--- src/rtl/jtdd2_arb_pkg.sv ---
// Shared definitions for the JTDD2 SDRAM read arbiter: slot count, cache tag width,
// FSM encoding and the round-robin pick among the three secondary slots.
package jtdd2_arb_pkg;

  localparam int SLOTS = 4;
  localparam int TAG_W = 21;

  typedef enum logic [1:0] {
    IDLE      = 2'd0,
    WAIT_ACK  = 2'd1,
    WAIT_DATA = 2'd2
  } arb_state_t;

  // Walks 1->2->3->1 starting just after the last granted slot; bit 0 of req is ignored
  function automatic logic [1:0] rr_pick(input logic [3:0] req, input logic [1:0] last);
    logic [1:0] cand;
    logic       found;
    rr_pick = last;
    cand    = last;
    found   = 1'b0;
    for (int i = 0; i < 3; i++) begin
      cand = (cand == 2'd3) ? 2'd1 : cand + 2'd1;
      if (!found && req[cand]) begin
        rr_pick = cand;
        found   = 1'b1;
      end
    end
  endfunction

endpackage

--- src/rtl/jtdd2_sdram_arb_if.sv ---
// Bundle of requester slots plus the SDRAM controller read channel.
// master = surrounding system (CPUs and controller), slave = the arbiter.
interface jtdd2_sdram_arb_if;

  logic        downloading;
  logic        slot0_cs,   slot1_cs,   slot2_cs,   slot3_cs;
  logic [21:0] slot0_addr, slot1_addr, slot2_addr, slot3_addr;
  logic        slot0_ok,   slot1_ok,   slot2_ok,   slot3_ok;
  logic [15:0] slot0_dout, slot1_dout, slot2_dout, slot3_dout;
  logic        sdram_req;
  logic [21:0] sdram_addr;
  logic        sdram_ack;
  logic        data_rdy;
  logic [31:0] data_read;
  logic        refresh_en;

  modport master (
    output downloading,
    output slot0_cs, slot1_cs, slot2_cs, slot3_cs,
    output slot0_addr, slot1_addr, slot2_addr, slot3_addr,
    input  slot0_ok, slot1_ok, slot2_ok, slot3_ok,
    input  slot0_dout, slot1_dout, slot2_dout, slot3_dout,
    input  sdram_req, sdram_addr, refresh_en,
    output sdram_ack, data_rdy, data_read
  );

  modport slave (
    input  downloading,
    input  slot0_cs, slot1_cs, slot2_cs, slot3_cs,
    input  slot0_addr, slot1_addr, slot2_addr, slot3_addr,
    output slot0_ok, slot1_ok, slot2_ok, slot3_ok,
    output slot0_dout, slot1_dout, slot2_dout, slot3_dout,
    output sdram_req, sdram_addr, refresh_en,
    input  sdram_ack, data_rdy, data_read
  );

endinterface

--- src/rtl/jtdd2_arb_line.sv ---
// One-line read cache owned by a single requester: 32-bit line holding an even/odd word pair.
module jtdd2_arb_line
  import jtdd2_arb_pkg::*;
(
  input  logic             clk,
  input  logic             rst,
  input  logic             clr,
  input  logic             we,
  input  logic [TAG_W-1:0] wtag,
  input  logic [31:0]      wdata,
  input  logic             cs,
  input  logic [21:0]      addr,
  output logic             hit,
  output logic             miss,
  output logic [15:0]      dout
);

  logic             valid;
  logic [TAG_W-1:0] tag;
  logic [31:0]      data;

  always_ff @(posedge clk) begin
    if (rst || clr) begin
      valid <= 1'b0;
    end else if (we) begin
      valid <= 1'b1;
      tag   <= wtag;
      data  <= wdata;
    end
  end

  // A download invalidates the line at once, not only from the next cycle on
  assign hit  = cs && valid && !clr && (tag == addr[21:1]);
  assign miss = cs && !hit;
  assign dout = addr[0] ? data[31:16] : data[15:0];

endmodule

--- src/rtl/jtdd2_sdram_arb.sv ---
// Four-slot SDRAM read arbiter: slot 0 (main CPU) has absolute priority,
// slots 1..3 share the controller round-robin; one request outstanding at a time.
module jtdd2_sdram_arb
  import jtdd2_arb_pkg::*;
(
  input  logic              clk,
  input  logic              rst,
  jtdd2_sdram_arb_if.slave  bus
);

  arb_state_t       state, next_state;
  logic [1:0]       gnt, next_gnt, rr_last, next_rr, pick;
  logic             req, next_req;
  logic [21:0]      req_addr, next_addr;
  logic [SLOTS-1:0] cs, hit, miss, we;
  logic [21:0]      addr [SLOTS];
  logic [15:0]      dout [SLOTS];

  assign cs      = {bus.slot3_cs, bus.slot2_cs, bus.slot1_cs, bus.slot0_cs};
  assign addr[0] = bus.slot0_addr;
  assign addr[1] = bus.slot1_addr;
  assign addr[2] = bus.slot2_addr;
  assign addr[3] = bus.slot3_addr;

  assign bus.slot0_ok   = hit[0];
  assign bus.slot1_ok   = hit[1];
  assign bus.slot2_ok   = hit[2];
  assign bus.slot3_ok   = hit[3];
  assign bus.slot0_dout = dout[0];
  assign bus.slot1_dout = dout[1];
  assign bus.slot2_dout = dout[2];
  assign bus.slot3_dout = dout[3];

  for (genvar i = 0; i < SLOTS; i++) begin : g_line
    jtdd2_arb_line u_line (
      .clk   (clk),
      .rst   (rst),
      .clr   (bus.downloading),
      .we    (we[i]),
      .wtag  (req_addr[21:1]),
      .wdata (bus.data_read),
      .cs    (cs[i]),
      .addr  (addr[i]),
      .hit   (hit[i]),
      .miss  (miss[i]),
      .dout  (dout[i])
    );
  end

  assign pick = miss[0] ? 2'd0 : rr_pick({miss[3:1], 1'b0}, rr_last);

  always_ff @(posedge clk) begin
    if (rst) begin
      state    <= IDLE;
      gnt      <= 2'd0;
      rr_last  <= 2'd3;
      req      <= 1'b0;
      req_addr <= '0;
    end else begin
      state    <= next_state;
      gnt      <= next_gnt;
      rr_last  <= next_rr;
      req      <= next_req;
      req_addr <= next_addr;
    end
  end

  // The line is written on the WAIT_DATA exit, so a new grant can only start one cycle later
  always_comb begin
    next_state = state;
    next_gnt   = gnt;
    next_rr    = rr_last;
    next_req   = req;
    next_addr  = req_addr;
    we         = '0;
    case (state)
      IDLE: begin
        if (|miss) begin
          next_state = WAIT_ACK;
          next_gnt   = pick;
          next_addr  = {addr[pick][21:1], 1'b0};
          next_req   = 1'b1;
          if (pick != 2'd0) next_rr = pick;
        end
      end
      WAIT_ACK: begin
        if (bus.sdram_ack) begin
          next_req   = 1'b0;
          next_state = WAIT_DATA;
        end
      end
      WAIT_DATA: begin
        if (bus.data_rdy) begin
          we[gnt]    = 1'b1;
          next_state = IDLE;
        end
      end
      default: next_state = IDLE;
    endcase
    if (bus.downloading) begin
      next_state = IDLE;
      next_gnt   = gnt;
      next_rr    = rr_last;
      next_req   = 1'b0;
      next_addr  = req_addr;
      we         = '0;
    end
  end

  assign bus.sdram_req  = req;
  assign bus.sdram_addr = req_addr;
  assign bus.refresh_en = !rst && !bus.downloading && (state == IDLE) && !(|miss);

endmodule

--- src/flat_wrapper.sv ---
// flat-port wrapper written by rule: the top's interface ports become plain ports
module jtdd2_sdram_arb_flat import jtdd2_arb_pkg::*;
  (clk, rst, bus_downloading, bus_slot0_cs, bus_slot1_cs, bus_slot2_cs, bus_slot3_cs, bus_slot0_addr, bus_slot1_addr, bus_slot2_addr, bus_slot3_addr, bus_slot0_ok, bus_slot1_ok, bus_slot2_ok, bus_slot3_ok, bus_slot0_dout, bus_slot1_dout, bus_slot2_dout, bus_slot3_dout, bus_sdram_req, bus_sdram_addr, bus_refresh_en, bus_sdram_ack, bus_data_rdy, bus_data_read);
  jtdd2_sdram_arb_if bus_i ();
  input  logic clk;
  input  logic rst;
  input wire logic [$bits(bus_i.downloading)-1:0] bus_downloading;
  input wire logic [$bits(bus_i.slot0_cs)-1:0] bus_slot0_cs;
  input wire logic [$bits(bus_i.slot1_cs)-1:0] bus_slot1_cs;
  input wire logic [$bits(bus_i.slot2_cs)-1:0] bus_slot2_cs;
  input wire logic [$bits(bus_i.slot3_cs)-1:0] bus_slot3_cs;
  input wire logic [$bits(bus_i.slot0_addr)-1:0] bus_slot0_addr;
  input wire logic [$bits(bus_i.slot1_addr)-1:0] bus_slot1_addr;
  input wire logic [$bits(bus_i.slot2_addr)-1:0] bus_slot2_addr;
  input wire logic [$bits(bus_i.slot3_addr)-1:0] bus_slot3_addr;
  output wire logic [$bits(bus_i.slot0_ok)-1:0] bus_slot0_ok;
  output wire logic [$bits(bus_i.slot1_ok)-1:0] bus_slot1_ok;
  output wire logic [$bits(bus_i.slot2_ok)-1:0] bus_slot2_ok;
  output wire logic [$bits(bus_i.slot3_ok)-1:0] bus_slot3_ok;
  output wire logic [$bits(bus_i.slot0_dout)-1:0] bus_slot0_dout;
  output wire logic [$bits(bus_i.slot1_dout)-1:0] bus_slot1_dout;
  output wire logic [$bits(bus_i.slot2_dout)-1:0] bus_slot2_dout;
  output wire logic [$bits(bus_i.slot3_dout)-1:0] bus_slot3_dout;
  output wire logic [$bits(bus_i.sdram_req)-1:0] bus_sdram_req;
  output wire logic [$bits(bus_i.sdram_addr)-1:0] bus_sdram_addr;
  output wire logic [$bits(bus_i.refresh_en)-1:0] bus_refresh_en;
  input wire logic [$bits(bus_i.sdram_ack)-1:0] bus_sdram_ack;
  input wire logic [$bits(bus_i.data_rdy)-1:0] bus_data_rdy;
  input wire logic [$bits(bus_i.data_read)-1:0] bus_data_read;
  assign bus_i.downloading = bus_downloading;
  assign bus_i.slot0_cs = bus_slot0_cs;
  assign bus_i.slot1_cs = bus_slot1_cs;
  assign bus_i.slot2_cs = bus_slot2_cs;
  assign bus_i.slot3_cs = bus_slot3_cs;
  assign bus_i.slot0_addr = bus_slot0_addr;
  assign bus_i.slot1_addr = bus_slot1_addr;
  assign bus_i.slot2_addr = bus_slot2_addr;
  assign bus_i.slot3_addr = bus_slot3_addr;
  assign bus_slot0_ok = bus_i.slot0_ok;
  assign bus_slot1_ok = bus_i.slot1_ok;
  assign bus_slot2_ok = bus_i.slot2_ok;
  assign bus_slot3_ok = bus_i.slot3_ok;
  assign bus_slot0_dout = bus_i.slot0_dout;
  assign bus_slot1_dout = bus_i.slot1_dout;
  assign bus_slot2_dout = bus_i.slot2_dout;
  assign bus_slot3_dout = bus_i.slot3_dout;
  assign bus_sdram_req = bus_i.sdram_req;
  assign bus_sdram_addr = bus_i.sdram_addr;
  assign bus_refresh_en = bus_i.refresh_en;
  assign bus_i.sdram_ack = bus_sdram_ack;
  assign bus_i.data_rdy = bus_data_rdy;
  assign bus_i.data_read = bus_data_read;
  jtdd2_sdram_arb u_core (.clk(clk), .rst(rst), .bus(bus_i));
endmodule
--- config.mk ---
export PLATFORM = sky130hd
export DESIGN_NAME = jtdd2_sdram_arb_flat
export DESIGN_NICKNAME = d
export VERILOG_FILES = /design/src/rtl/jtdd2_arb_pkg.sv /design/src/rtl/jtdd2_sdram_arb_if.sv /design/src/rtl/jtdd2_arb_line.sv /design/src/rtl/jtdd2_sdram_arb.sv /design/src/flat_wrapper.sv
export SDC_FILE = /design/constraint.sdc
export NUM_CORES = 1
export LEC_CHECK = 0
export ABC_AREA = 0
export ABC_CLOCK_PERIOD_IN_PS = 13800
export BUFFER_PORTS_ARGS = -buffer_cell sky130_fd_sc_hd__buf_2
export CORE_MARGIN = 2
export CORE_UTILIZATION = 55
export CTS_BUF_LIST = sky130_fd_sc_hd__clkbuf_4 sky130_fd_sc_hd__clkbuf_8
export DETAILED_ROUTE_END_ITERATION = 10
export GPL_ROUTABILITY_DRIVEN = 0
export GPL_TIMING_DRIVEN = 0
export MAX_ROUTING_LAYER = met4
export PLACE_DENSITY = 0.8
export SLEW_MARGIN = 20
export SYNTH_ARGS = -nofsm -noshare
export SYNTH_HDL_FRONTEND = slang
export SYNTH_SLANG_ARGS = --single-unit
--- constraint.sdc ---
create_clock -name clk -period 13.8 [get_ports clk]
set_input_delay 2.07 -clock clk [delete_from_list [all_inputs] [get_ports clk]]
set_output_delay 2.07 -clock clk [all_outputs]
set_load 0.01 [all_outputs]
* After elaboration in Yosys (flattened, before gate mapping) *
Cells that the tools add are included.

cells by class
  add/subtract/negate cells = 3
  order comparisons = 6
  eq/ne operators = 12
  multiplexer cells = 34
  bitwise logic cells = 3
  reductions and logical operators = 45

operators by type and width
  cell                                                                  count
  21-bit == test                                                        4
  16-bit two-way mux                                                    4
  22-bit binary-select mux with 2-bit select                            1
  22-bit two-way mux                                                    2
  1-bit logical AND                                                     22
  2-bit two-way mux                                                     10
  2-bit by 3-bit < comparator with 1-bit output, second input constant  4
  4-bit two-way mux                                                     3
  1-bit zero test                                                       9
  3-bit AND reduction                                                   3
  2-bit == test, second input constant                                  4
  1-bit two-way mux                                                     8
  2-bit AND reduction                                                   4
  2-bit by 1-bit adder with 2-bit output, second input constant         3
  1-bit binary-select mux with 2-bit select                             3
  2-bit case mux with 3 select lines                                    1
  2-bit != test, second input constant                                  2
  4-bit AND reduction                                                   1
  2-bit nonzero test                                                    2
  4-bit OR reduction                                                    1
  3-bit greater-or-equal comparator, second input constant              1
  2-bit inverter with 3-bit output                                      1
  1-bit demux with 2-bit select                                         1
  2-bit by 1-bit == test with 1-bit output, second input constant       1
  other kinds (7)                                                       8

word-level totals
  register bits after elaboration = 244
  input bits = 129
  output and inout bits = 92
  word-level logic and storage cells = 120

* Depth between registers and ports, before layout *
  depth in word-level cells = 19
  mapped depth = 12
  mapped depth without buffers = 10

* By module *
Synthesis repeated with hierarchy kept, for this count alone.

second synthesis, totals
  cell total of the unflattened synthesis = 674
  area, all modules = 10373.7 µm²

by module, submodules not included
  module           times used  cells each  area an instance (µm²)
  jtdd2_arb_line   4           105         2082.0
  jtdd2_sdram_arb  1           254         2045.7

* Worst setup path before layout *
No wires, ideal clock.

  kind = input to register
  from = input port bus_downloading
  to = register u_core.g_line[2].u_line.data[0], enable pin
  setup time = 0.543 ns
  arrival = 6.577 ns
  data required time = 13.257 ns
  setup slack = 6.681 ns
  cell stages on the path = 4
  cells stage by stage = or2_2 > nor2_1 > nand3_1 > nor3b_1

between the ends
  word-level cells in the longest chain between the ends = 3

RTL lines
  element                                   RTL line              source
  start, declared                           flat_wrapper.sv:7     input wire logic [$bits(bus_i.downloading)-1:0] bus_downloading;
  1-bit logical OR                          jtdd2_arb_line.sv:23  if (rst || clr) begin
  1-bit inverter (no source line)           n/a
  2-bit AND reduction (no source line) (*)  n/a
  end signal, assigned                      jtdd2_arb_line.sv:28  data <= wdata;
  end, declared                             jtdd2_arb_line.sv:20  logic [31:0] data;

Mark *: on every way between the ends. The rest lies on a longest branch, timed or not.
A chain may end at the register's enable or synchronous reset.

* Final worst setup path *
  from = input port bus_slot2_addr[16]
  to = output port bus_refresh_en

between the ends
  word-level cells in the longest chain between the ends = 7

RTL lines
  element             RTL line                source
  start, declared     flat_wrapper.sv:14      input wire logic [$bits(bus_i.slot2_addr)-1:0] bus_slot2_addr;
  21-bit == test      jtdd2_arb_line.sv:33    assign hit = cs && valid && !clr && (tag == addr[21:1]);
  1-bit logical AND   jtdd2_arb_line.sv:33
  1-bit zero test     jtdd2_arb_line.sv:34    assign miss = cs && !hit;
  1-bit logical AND   jtdd2_arb_line.sv:34
  4-bit OR reduction  jtdd2_sdram_arb.sv:112  assign bus.refresh_en = !rst && !bus.downloading && (state == IDLE) && !(|miss);
  1-bit zero test     jtdd2_sdram_arb.sv:112
  1-bit logical AND   jtdd2_sdram_arb.sv:112
  end, declared       flat_wrapper.sv:26      output wire logic [$bits(bus_i.refresh_en)-1:0] bus_refresh_en;

No other way between the ends.

==> reports/results.tsv <==
metric	value	unit
Net Sw Power	0.0003817	W
Peak VDD IR	0.00009580	V
leak pwr	5.117	nW
gr ovfl total	0	
CTS root buf	clkbuf_8	
Final Skew	0.01786	ns
max cap viols	0	
Hold WC Path Type	flip-flop to flip-flop	
Initial Util	56.45	%
Slew Limit Headroom	40.62	%
routed length per instance	22.47	um
vias in the first global route	7484	
status	complete, no violations	
Fmax achieved	0.1534	GHz
CP Class	primary input to output pin	
io pins	221	
Chip Height	143.3	um
PostCTS Resize Cnt	0	
worst hold slack	0.4501	ns
final setup margin	7.281	ns
pwr/cell area	123.8	nW/um^2
Post-Syn Area	10670	sq um
Reg power frac	51.0	%
global-route wire length before repair	41930	um
vias	7462	
vias per cell	5.821	
Routed Antenna Nets	0	
CTS tree	done	
critical path's slowest cell	nor4_1	
fin nets	1120	
Rows	50	
drt drc	0	
Clock power frac	39.3	%
1st-pass router iterations	5	
commonest non-fill, non-tap cell in the layout	buf_2	
Power Internal	0.001238	W
Post-synth EDFFs	212	
share of cells above drive strength 1	37.86	%
CTS HTree Levels	2	
Crit. End Element	output pin	
Synth Flop Type	edfxtp_1	
RSZ-0062 raised after global routing	false	
setup tns final	0	ns
CTS max path bufs	3	
initial antenna violation count	5	
most frequent cells in the layout	buf_2 (222), edfxtp_1 (212), mux2_2 (64)	
cts bufs inserted	41	
die area	20520	sq um
Worst path max stage delay	0.77	ns
CP Depth	9	
GRT Util Overall	28.73	%
Die Wd	143.3	um
WP data arrival	4.45	ns
area added between synthesis and finish	22.63	%
Netlist cell types	59	
Worst Path Required	11.73	ns
final hold viol count	0	
pre-CTS WS	7.363	ns
Seq/Total Area, Yosys	65.70	%
Avg Cell Area, Syn	14.90	sq um
Worst-path clk slew	0.06	ns
largest net degree at the start of global routing	30	
CP Buf/Inv Count	3	
critical path, cell by cell	buf_2 > xor2_1 > nor4_1 > nand2_1 > o21ai_2 > and4_1 > buf_2 > and3b_1 > buf_2	
1st-iter DRT viols	551	
combinational share of power	9.6	%
Hold Path Depth	1	
hold buffer count at CTS	0	
min Tclk post-route	6.519	ns
PortBufs	215	
CP Launch Type	primary input	
Net Sw Frac	23.57	%
Crit path top cell by count	buf_2	
clk sink count	244	
Worst R2R Path Depth	12	
Final Max Slew Viols	0	
yosys warns	0	
Detail Placement HPWL	20960	um
final WL	28810	um
clk_lat worst skew	0.54	ns
Seq cells post-synth	244	
Mapped Cells	716	
delay-heaviest family, CP	simple AND/OR/NAND/NOR gates	
Worst Max-Slew Pin Slew	0.8826	ns
period utilization	47.24	%
final setup fails	0	
Post-synth ARST share	0	%
total setup buffers inserted after CTS	0	
Post-Syn Nets	847	
Tot Pwr	0.001619	W
critical path peak fanout	7	
CORE AREA	18890	sq um
Util after Layout	69.23	%
[cells by family after synthesis]
| kind of cell | share of synthesized area, % |
|---|---|
| fa+ha+maj | 0.2346 |
| xor+xnor | 6.980 |
| mux | 9.291 |
| simple gates | 5.784 |
| flops | 65.70 |
| other cells | 0.03516 |
| buf+inv | 2.440 |
| compound gates | 9.538 |
[cell type report]
cell class	instances	area, sq um
flip-flops and latches	244	7007
fillers	1356	5814
multi-input cells	411	3427
repair buffers	230	1237
clock buffers	57	690.7
well taps	260	325.3
plain buffers	36	166.4
clock inverters	14	118.9
inverters	25	93.84
diodes	5	12.51
[metal layers]
metal / vias up / GRT usage, % / routed length (um) / part of all wire (%)
met4: 0 / 12.13 / 1215 / 4.2
met5: - / - / 0 / 0
met1: 3564 / 33.82 / 10540 / 37
met2: 458 / 46.11 / 13740 / 48
met3: 91 / 8.853 / 3305 / 11
li1: 3349 / - / - / -
[sequential cells by signal (all words and copies together) (netlist names)]
name	cells
u_core.g_line.u_line.tag	84
u_core.bus.sdram_req	1
u_core.g_line.u_line.data	128
u_core.rr_last	2
u_core.state	2
u_core.bus.sdram_addr	21
u_core.gnt	2
u_core.g_line.u_line.valid	4
[synthesized netlist by cell type, types with 5 or more instances]
| cell | number | area share, % |
|---|---|---|
| a21boi_0 | 16 | 1.1 |
| a21o_1 | 19 | 1.3 |
| a21oi_1 | 7 | 0.33 |
| a32o_1 | 15 | 1.4 |
| and4_1 | 5 | 0.41 |
| buf_2 | 7 | 0.33 |
| clkbuf_1 | 21 | 0.74 |
| dfxtp_1 | 32 | 6.0 |
| edfxtp_1 | 212 | 60 |
| inv_1 | 25 | 0.88 |
| mux2_2 | 64 | 6.8 |
| mux2i_1 | 27 | 2.5 |
| nand2_1 | 19 | 0.67 |
| nand4_1 | 12 | 0.70 |
| nor2_1 | 11 | 0.39 |
| nor3_1 | 7 | 0.33 |
| nor4_1 | 15 | 0.88 |
| o21ai_1 | 15 | 0.70 |
| o221ai_1 | 21 | 1.7 |
| o311ai_0 | 15 | 1.2 |
| xnor2_1 | 38 | 3.1 |
| xor2_1 | 47 | 3.9 |
[final timing paths]
check,start,endpoint,slack [ns]
setup / recovery,bus_slot2_addr[16],bus_refresh_en,7.28
hold / removal,u_core.g_line[1].u_line.valid$_SDFFE_PP0P_,u_core.g_line[1].u_line.valid$_SDFFE_PP0P_,0.45
setup reg to reg,u_core.g_line[2].u_line.tag[15]$_DFFE_PP_,u_core.bus.sdram_addr[16]$_SDFFE_PP0P_,9.96
hold reg to reg,u_core.g_line[1].u_line.valid$_SDFFE_PP0P_,u_core.g_line[1].u_line.valid$_SDFFE_PP0P_,0.45
[worst register-to-register path, delay by kind of cell, from the launching register on]
kind            cells  cell delay, ns
compound gates      5            0.91
xor+xnor            1            0.18
buf+inv             3            0.95
simple gates        3            1.35
flops               1            0.38
[through the flow]
stage | instances | instance area, sq um
after floorplan | 716 | 10670
after global placement | 1191 | 12070
after detailed placement | 1206 | 12260
after CTS | 1277 | 13070
after global routing | 1282 | 13080
final | 1282 | 13080
[power by group through the flow]
stage | clock [W] | sequential [W] | combinational (W)
6_report | 0.000637 | 0.000826 | 0.000156
5_1_grt | 0.000680 | 0.000827 | 0.000166
4_1_cts | 0.000646 | 0.000826 | 0.000154
3_5_place_dp | 0 | 0.000841 | 0.000153
3_3_place_gp | 0 | 0.000840 | 0.000151
2_1_floorplan | 0 | 0.000839 | 0.0000824
(Power assumes the default switching activity.)
